### src/rtl/alu_uart_frontend.sv
// ============================================================================
// Module   : alu_uart_frontend
// Brief    : UART byte-stream command front end for the EX-stage ALU.
//            Optional RX inter-byte timeout: ALU_UART_FRONTEND_RX_TIMEOUT_EN
// Revision : 1.0  initial release
// ============================================================================
`timescale 1ns/1ps
`default_nettype none

`ifndef DEFAULT_ALU_IO_BUS_WIDTH
`define DEFAULT_ALU_IO_BUS_WIDTH 32
`endif
`ifndef DEFAULT_ALU_CTR_BUS_WIDTH
`define DEFAULT_ALU_CTR_BUS_WIDTH 6
`endif

module alu_uart_frontend #(
    parameter int IO_BUS_WIDTH   = `DEFAULT_ALU_IO_BUS_WIDTH,
    parameter int CTR_BUS_WIDTH  = `DEFAULT_ALU_CTR_BUS_WIDTH,
    parameter int TIMEOUT_CYCLES = 1000000
) (
    input  logic                     i_clk,
    input  logic                     i_reset,
    input  logic [7:0]               i_rx_data,
    input  logic                     i_rx_done,
    output logic [7:0]               o_tx_data,
    output logic                     o_tx_start,
    input  logic                     i_tx_done,
    output logic [CTR_BUS_WIDTH-1:0] o_alu_ctr_code,
    output logic [IO_BUS_WIDTH-1:0]  o_alu_data_a,
    output logic [IO_BUS_WIDTH-1:0]  o_alu_data_b,
    input  logic [IO_BUS_WIDTH-1:0]  i_alu_result,
    output logic                     o_busy,
    output logic                     o_frame_err
);

    localparam int c_NB = IO_BUS_WIDTH / 8;
    localparam int c_CW = $clog2(c_NB) + 1;

    typedef enum logic [2:0] {
        S_IDLE    = 3'd0,
        S_RX_A    = 3'd1,
        S_RX_B    = 3'd2,
        S_EXEC    = 3'd3,
        S_TX_LOAD = 3'd4,
        S_TX_WAIT = 3'd5
    } state_t;

    state_t                   r_state;
    state_t                   w_next;
    logic [c_CW-1:0]          r_cnt;
    logic [CTR_BUS_WIDTH-1:0] r_ctr_code;
    logic [IO_BUS_WIDTH-1:0]  r_data_a;
    logic [IO_BUS_WIDTH-1:0]  r_data_b;
    logic [IO_BUS_WIDTH-1:0]  r_result;
    logic [7:0]               r_tx_data;
    logic                     r_tx_start;
    logic                     w_last;
    logic                     w_timeout;

    assign w_last = (r_cnt == c_CW'(c_NB - 1));

`ifdef ALU_UART_FRONTEND_RX_TIMEOUT_EN
    localparam int c_TW = $clog2(TIMEOUT_CYCLES + 1);

    logic [c_TW-1:0] r_idle_cnt;
    logic            r_frame_err;
    logic            w_in_rx;

    assign w_in_rx   = (r_state == S_RX_A) || (r_state == S_RX_B);
    assign w_timeout = w_in_rx && !i_rx_done && (r_idle_cnt == c_TW'(TIMEOUT_CYCLES - 1));

    always_ff @(posedge i_clk or negedge i_reset) begin
        if (!i_reset) begin
            r_idle_cnt  <= '0;
            r_frame_err <= 1'b0;
        end else begin
            if (w_in_rx && !i_rx_done && !w_timeout) begin
                r_idle_cnt <= r_idle_cnt + 1'b1;
            end else begin
                r_idle_cnt <= '0;
            end
            if (w_timeout) begin
                r_frame_err <= 1'b1;
            end else if ((r_state == S_IDLE) && i_rx_done) begin
                r_frame_err <= 1'b0;
            end
        end
    end

    assign o_frame_err = r_frame_err;
`else
    assign w_timeout   = 1'b0;
    assign o_frame_err = 1'b0;
`endif

    always_ff @(posedge i_clk or negedge i_reset) begin
        if (!i_reset) begin
            r_state <= S_IDLE;
        end else begin
            r_state <= w_next;
        end
    end

    always_comb begin
        w_next = r_state;
        case (r_state)
            S_IDLE: begin
                if (i_rx_done) w_next = S_RX_A;
            end
            S_RX_A: begin
                if (w_timeout)                w_next = S_IDLE;
                else if (i_rx_done && w_last) w_next = S_RX_B;
            end
            S_RX_B: begin
                if (w_timeout)                w_next = S_IDLE;
                else if (i_rx_done && w_last) w_next = S_EXEC;
            end
            S_EXEC:    w_next = S_TX_LOAD;
            S_TX_LOAD: w_next = S_TX_WAIT;
            S_TX_WAIT: begin
                if (i_tx_done) w_next = w_last ? S_IDLE : S_TX_LOAD;
            end
            default:   w_next = S_IDLE;
        endcase
    end

    // Stray i_rx_done / i_tx_done in the wrong state fall through untouched.
    always_ff @(posedge i_clk or negedge i_reset) begin
        if (!i_reset) begin
            r_cnt      <= '0;
            r_ctr_code <= '0;
            r_data_a   <= '0;
            r_data_b   <= '0;
            r_result   <= '0;
            r_tx_data  <= '0;
            r_tx_start <= 1'b0;
        end else begin
            r_tx_start <= 1'b0;
            case (r_state)
                S_IDLE: begin
                    if (i_rx_done) begin
                        r_ctr_code <= i_rx_data[CTR_BUS_WIDTH-1:0];
                        r_cnt      <= '0;
                    end
                end
                S_RX_A: begin
                    if (w_timeout) begin
                        r_cnt <= '0;
                    end else if (i_rx_done) begin
                        r_data_a[8*r_cnt +: 8] <= i_rx_data;
                        r_cnt <= w_last ? '0 : r_cnt + 1'b1;
                    end
                end
                S_RX_B: begin
                    if (w_timeout) begin
                        r_cnt <= '0;
                    end else if (i_rx_done) begin
                        r_data_b[8*r_cnt +: 8] <= i_rx_data;
                        r_cnt <= w_last ? '0 : r_cnt + 1'b1;
                    end
                end
                S_EXEC: begin
                    r_result <= i_alu_result;
                    r_cnt    <= '0;
                end
                S_TX_LOAD: begin
                    r_tx_data  <= r_result[8*r_cnt +: 8];
                    r_tx_start <= 1'b1;
                end
                S_TX_WAIT: begin
                    if (i_tx_done) r_cnt <= r_cnt + 1'b1;
                end
                default: r_cnt <= '0;
            endcase
        end
    end

    assign o_tx_data      = r_tx_data;
    assign o_tx_start     = r_tx_start;
    assign o_alu_ctr_code = r_ctr_code;
    assign o_alu_data_a   = r_data_a;
    assign o_alu_data_b   = r_data_b;
    assign o_busy         = (r_state != S_IDLE);

endmodule

`default_nettype wire
### config.mk
export PLATFORM = sky130hd
export DESIGN_NAME = alu_uart_frontend
export DESIGN_NICKNAME = d
export VERILOG_FILES = /design/src/rtl/alu_uart_frontend.sv
export SDC_FILE = /design/constraint.sdc
export NUM_CORES = 1
export LEC_CHECK = 0
export ABC_AREA = 1
export CAP_MARGIN = 20
export CORE_UTILIZATION = 45
export DETAILED_ROUTE_END_ITERATION = 16
export PLACE_DENSITY_LB_ADDON = 0.05
export SLEW_MARGIN = 20
export SYNTH_ARGS = -nofsm -noshare
export SYNTH_HDL_FRONTEND = slang
export SYNTH_SLANG_ARGS = --single-unit
export TNS_END_PERCENT = 20
### constraint.sdc
create_clock -name i_clk -period 2.5 [get_ports i_clk]
set_clock_uncertainty 0.15 [all_clocks]
set_input_delay 0.625 -clock i_clk [delete_from_list [all_inputs] [get_ports i_clk]]
set_output_delay 0.625 -clock i_clk [all_outputs]
set_load 0.1 [all_outputs]
==> results.sh, run 1 <==
export IMPL_initial_core_util=0.4719
export IMPL_max_slew_margin_rel=0.5696
export IMPL_crit_slowest_cell="ha_1"
export IMPL_synthXorXnorAreaFrac=0
export IMPL_fill_cells=939
export IMPL_startpoint_type="register"
export IMPL_synthSimpleGateAreaFrac=0.2398
export IMPL_grt_max_degree=63
export IMPL_final_common_cell="nand2_1"
export IMPL_ir_drop_v=0.001306
export IMPL_p_per_area_mw_per_mm2=1382
export IMPL_synthTopCellsByArea="dfrtp_1 (56%), nand2_1 (15%), mux2_2 (5.4%)"
export IMPL_fmax_mhz=430.8
export IMPL_critPathBufInv=1
export IMPL_cp_startpoint="r_cnt[1]"
export IMPL_ys_seq_area_frac=0.5601
export IMPL_finalHoldViolations=0
export IMPL_row_count=38
export IMPL_end_kind="register"
export IMPL_fp_dieArea_mm2=0.01205
export IMPL_period_needed_ns=2.321
export IMPL_cts_resized=0
export IMPL_cts_made_buffers=17
export IMPL_cp_data_arrival_time_ns=2.52
export IMPL_yosysWarnings=0
export IMPL_gp_congestion=0.8620
export IMPL_synthDistinctLibCells=24
export IMPL_status="complete, no violations"
export IMPL_avgSynthCellArea_um2=8.982
export IMPL_grt_overflow_total=0
export IMPL_ys_ff_latch=117
export IMPL_required_ns=2.70
export IMPL_core_mm2=0.01108
export IMPL_yosys_area_share_adder=0.01915
export IMPL_tightest_slew_ns=0.6441
export IMPL_r2r_setup_slack_ns=0.18
export IMPL_clock_sinks=117
export IMPL_die_h_um=109.8
export IMPL_via_count=4358
export IMPL_ff2ff_path_depth=7
export IMPL_max_cap_violations=0
export IMPL_cts_hold_buf=0
export IMPL_total_power_w=0.009770
export IMPL_nets=761
export IMPL_drive_gt1_frac=0.2313
export IMPL_syn_num_nets=634
export IMPL_area_growth_pct=35.26
export IMPL_hold_path_class="input port to async pin"
export IMPL_drtPass1Iterations=5
export IMPL_critical_path_class="register to register"
export IMPL_cp_endpoint="o_alu_data_a[30]"
export IMPL_die_w_um=109.8
export IMPL_drv_slew=0
export IMPL_dpl_hpwl_mm=8.892
export IMPL_drc=0
export IMPL_yosys_area_top_type_share=0.5601
export IMPL_grt_pass1_wl_mm=20.33
export IMPL_ys_flop_type="dfrtp_1"
export IMPL_synth_top_family_by_area="simple AND/OR/NAND/NOR gates"
export IMPL_placed_area_mm2=0.006381
export IMPL_wire_per_inst_um=14.83
export IMPL_n_antenna_cell=0
export IMPL_vias_per_cell=5.056
export IMPL_pin_count=125
export IMPL_regToRegEndpoint="o_alu_data_a[30]"
export IMPL_grt_pass1_vias=4197
export IMPL_final_setup_tns_ns=0
export IMPL_rsz0062_at_grt="no"
export IMPL_final_cell_mix="nand2_1 (209), dfrtp_1 (117), buf_4 (86)"
export IMPL_crit_fanout=18
export IMPL_worst_slack_ns=0.1788
export IMPL_muxShareOfSynthArea=0.05385
export IMPL_clock_path_buffers=2
export IMPL_crit_cells=7
export IMPL_drt_iter0_drc=240
export IMPL_cts_setup_buffers=0
export IMPL_cts_tree="done"
export IMPL_yosysTopAreaCell="dfrtp_1"
export IMPL_clk_latency_ns=0.41
export IMPL_antenna_found_initial=0
export IMPL_place_ws_ns=0.2363
export IMPL_finalCritPeriodShare=0.9285
export IMPL_async_flop_share=1.000
export IMPL_syn_area_mm2=0.005228
export IMPL_crit_path_frequent_cell="nand2_1"
export IMPL_regToRegStartpoint="r_cnt[1]"
export IMPL_synth_compound_area_share=0.07372
export IMPL_final_area_mm2=0.007071
export IMPL_io_buffers=123
export IMPL_ant_nets=0
export IMPL_cp_top_family="simple AND/OR/NAND/NOR gates"
export IMPL_p_leak_nw=3.705
export IMPL_cts_max_level=4
export IMPL_utilization=0.6382
export IMPL_slowest_delay_ns=0.43
export IMPL_setup_violations=0
export IMPL_grt_usage=0.2243
export IMPL_clkTransAtPathRegs_ns=0.06
export IMPL_wl_mm=12.78
export IMPL_synth_edff_count=0
export IMPL_cts_root_buf="clkbuf_16"
export IMPL_crit_chain="inv_1 > ha_1 > ha_1 > nand2_1 > nor2_2 > nand2_1 > nand2_1"
export IMPL_postSynthCellCount=582
## Yosys cell counts (2+ instances only)
cell type and instances:
ha_1 8, nor3_4 2, clkbuf_2 2, buf_6 6, nor2_4 5, dfrtp_1 117, inv_1 30, nor2_2 2
mux2_2 25, nand3_2 3, clkbuf_1 6, nand2_1 209, buf_2 8, a21oi_1 16, nand2_2 4, o21ai_1 19
nor2_1 40, o21ai_0 42, nand3_1 30, inv_2 4
## layout make-up
class,count,area [um^2],area share
sequential,117,2928,0.4141
multi-input combinational,408,2024,0.2863
timing repair buffer,131,1126,0.1593
clock buffer,20,466.7,0.06601
clock inverter,12,222.7,0.03150
tap,140,175.2,0.02477
inverter,34,127.6,0.01805
## registers in the layout (all words and copies together) (netlist names)
signal          count
r_cnt               3
o_alu_ctr_code      6
o_tx_start          1
o_alu_data_b       32
r_state             3
r_result           32
o_tx_data           8
o_alu_data_a       32
## layer usage
metal,up-vias,GRT usage,part of all wire
met1,2052,0.2877,0.44
met4,0,0.1095,0.026
met3,30,0.05987,0.065
li1,2119,-,-
met5,-,0,0
met2,157,0.3509,0.47
## logic make-up after synthesis
family / after synthesis
AO/OA/AOI/OAI: 77
adder cells (fa/ha/maj): 8
buffers and inverters: 57
flip-flops: 117
multiplexers: 25
other: 1
AND/OR/NAND/NOR: 297
## worst min path at each step
| stage | cells after the start | end | startpoint |
|---|---|---|---|
| floorplan | 0 | o_alu_ctr_code[0] | i_reset |
| global placement | 2 | o_alu_data_b[4] | o_alu_data_b[4] |
| detailed placement | 2 | o_tx_data[5] | o_tx_data[5] |
| CTS | 2 | o_alu_data_b[10] | i_reset |
| global route | 2 | o_alu_data_b[13] | i_reset |
| finish | 2 | o_alu_data_b[13] | i_reset |
## power breakdown
group | switching (W) | internal (W)
logic | 0.00314 | 0.00106
registers | 0.000306 | 0.00245
clock network | 0.000863 | 0.00195
total | 0.00431 | 0.00546
## stage by stage
step / std cells / hold slack [ns]
6_report: 862 / 0.05212
5_1_grt: 862 / 0.08896
4_1_cts: 862 / 0.07415
3_5_place_dp: 830 / 0.3235
3_3_place_gp: 830 / 0.3241
2_1_floorplan: 582 / 0.1794
No activity file was read; power rests on OpenSTA's default activity.
==> run 2, diff against run 1 <==
CORE_MARGIN = 2   (was not set)
PLACE_DENSITY_LB_ADDON = 0.25   (was 0.05)
==> run 2 against run 1 <==
Wire length grew 0.17%; hold slack lost 0.037 ns; cell count grew 0.46%; global-route usage shrank 0.75 points; via count grew 0.76%; count of clock-buffer cells in the layout grew 3; combinational power is essentially flat; total power shrank 4.2%; critical path type unchanged; largest cell class unchanged.
==> results.sh, run 2 (synthesis gave the netlist of run 1 again) <==
export IMPL_fmax_mhz=439.4
export IMPL_io_buffers=123
export IMPL_grt_overflow_total=0
export IMPL_cts_made_buffers=17
export IMPL_required_ns=2.70
export IMPL_row_count=39
export IMPL_gp_congestion=0.9062
export IMPL_dpl_hpwl_mm=9.303
export IMPL_cp_data_arrival_time_ns=2.47
export IMPL_p_per_area_mw_per_mm2=1343
export IMPL_nets=762
export IMPL_p_int_w=0.005072
export IMPL_final_setup_tns_ns=0
export IMPL_drt_iter0_drc=346
export IMPL_p_leak_nw=3.662
export IMPL_finalHoldViolations=0
export IMPL_wl_met1_mm=5.384
export IMPL_wl_met3_um=845
export IMPL_finalCritPeriodShare=0.9103
export IMPL_clockPowerShare=0.255
export IMPL_routed_top_layer="met4"
export IMPL_end_kind="register"
export IMPL_status="complete, no violations"
export IMPL_fill_cells=934
export IMPL_regToRegStartpoint="r_cnt[1]"
export IMPL_final_common_cell="nand2_1"
export IMPL_utilization=0.6131
export IMPL_cts_root_buf="clkbuf_16"
export IMPL_setup_violations=0
export IMPL_n_antenna_cell=0
export IMPL_max_slew_margin_rel=0.5983
export IMPL_drtPass1Iterations=5
export IMPL_grt_usage=0.2168
export IMPL_cts_tree="done"
export IMPL_swShare=0.4583
export IMPL_multi_input_area_mm2=0.002027
export IMPL_pin_count=125
export IMPL_vias_per_cell=5.070
export IMPL_wire_per_inst_um=14.79
export IMPL_grt_pass1_vias=4425
export IMPL_ant_nets=0
export IMPL_tightest_slew_ns=0.6011
export IMPL_drc=0
export IMPL_initial_core_util=0.4598
export IMPL_grt_pass1_wl_mm=21.58
export IMPL_area_growth_pct=33.34
export IMPL_die_h_um=111.8
export IMPL_crit_fanout=18
export IMPL_drv_slew=0
export IMPL_cts_hold_buf=0
export IMPL_core_mm2=0.01137
export IMPL_p_switching_w=0.004290
export IMPL_antenna_found_initial=0
export IMPL_grt_max_degree=61
export IMPL_startpoint_type="register"
export IMPL_clk_latency_ns=0.41
export IMPL_pwr_share_seq=0.296
export IMPL_cts_max_level=4
export IMPL_cts_setup_buffers=0
export IMPL_pwr_share_comb=0.449
export IMPL_period_needed_ns=2.276
export IMPL_rsz0062_at_grt="no"
export IMPL_ff2ff_path_depth=7
export IMPL_hold_path_class="input port to async pin"
export IMPL_clkTransAtPathRegs_ns=0.06
export IMPL_critical_path_class="register to register"
export IMPL_seqCellArea_mm2=0.002928
export IMPL_final_cell_mix="nand2_1 (208), dfrtp_1 (117), buf_4 (88)"
export IMPL_via_count=4391
export IMPL_r2r_setup_slack_ns=0.22
export IMPL_fp_dieArea_mm2=0.01249
export IMPL_die_w_um=111.8
export IMPL_clock_sinks=117
export IMPL_drive_gt1_frac=0.2310
export IMPL_max_cap_violations=0
export IMPL_ir_drop_v=0.0007380
export IMPL_regToRegEndpoint="o_alu_data_a[14]"
export IMPL_clock_path_buffers=2
export IMPL_wl_mm=12.81
export IMPL_cts_resized=0
export IMPL_wl_met2_mm=6.362
==> run 2: cell types whose count changed in the layout (fill, tap and decap cells not counted), moves of 2 or more <==
| cell | delta |
|---|---|
| clkinv_2 | +3 |
| buf_4 | +2 |
| bufinv_16 | -4 |
| clkbuf_1 | +2 |
==> run 2: final cells by class <==
class | count | share of cell area
Timing Repair Buffer | 132 | 0.1608
Clock inverter | 9 | 0.01436
Multi-Input combinational cell | 408 | 0.2908
Sequential cell | 117 | 0.4200
Clock buffer | 23 | 0.07001
Inverter | 34 | 0.01831
Tap cell | 143 | 0.02567
==> run 2: worst max-delay path: stages, from the launching register on <==
cell,delay (ns)
dfrtp_1,0.35
inv_1,0.10
ha_1,0.20
ha_1,0.45
nand2_1,0.44
nor2_4,0.33
nand2_1,0.10
nand2_1,0.09
==> run 2: through the flow <==
stage | cell area (um^2) | worst slack [ns] | hold WS [ns] | power [W] | std cells
final | 6970 | 0.2243 | 0.01512 | 0.009362 | 866
after global routing | 6970 | 0.03650 | 0.05153 | 0.009825 | 866
after global placement | 6380 | 0.2494 | 0.3193 | 0.006942 | 834
after detailed placement | 6380 | 0.2351 | 0.3237 | 0.007016 | 834
after floorplan | 5228 | 0.06599 | 0.1794 | 0.006036 | 582
after CTS | 6968 | 0.2177 | 0.02477 | 0.009425 | 866
==> run 2: worst max-delay path by stage <==
stage | start | slack (ns) | to
after floorplan | r_cnt[0] | 0.07 | o_alu_data_a[6]
after global placement | i_rx_done | 0.25 | o_alu_data_a[25]
after detailed placement | r_cnt[1] | 0.24 | o_alu_data_a[25]
after CTS | r_cnt[1] | 0.22 | o_alu_data_a[26]
after global routing | r_cnt[1] | 0.04 | o_alu_data_b[9]
final | r_cnt[1] | 0.22 | o_alu_data_a[14]
==> run 2: power groups by stage <==
stage               clock network, W  logic, W  registers (W)
floorplan                          0   0.00150        0.00453
global placement                   0   0.00417        0.00278
detailed placement                 0   0.00422        0.00279
CTS                          0.00243   0.00423        0.00277
global route                 0.00251   0.00448        0.00283
finish                       0.00239   0.00420        0.00277
==> run 2: layer usage <==
metal	vias to the layer above	global-route usage
li1	2124	-
met1	2091	0.2772
met2	157	0.3552
met3	19	0.05879
met4	0	0.08066
met5	-	0
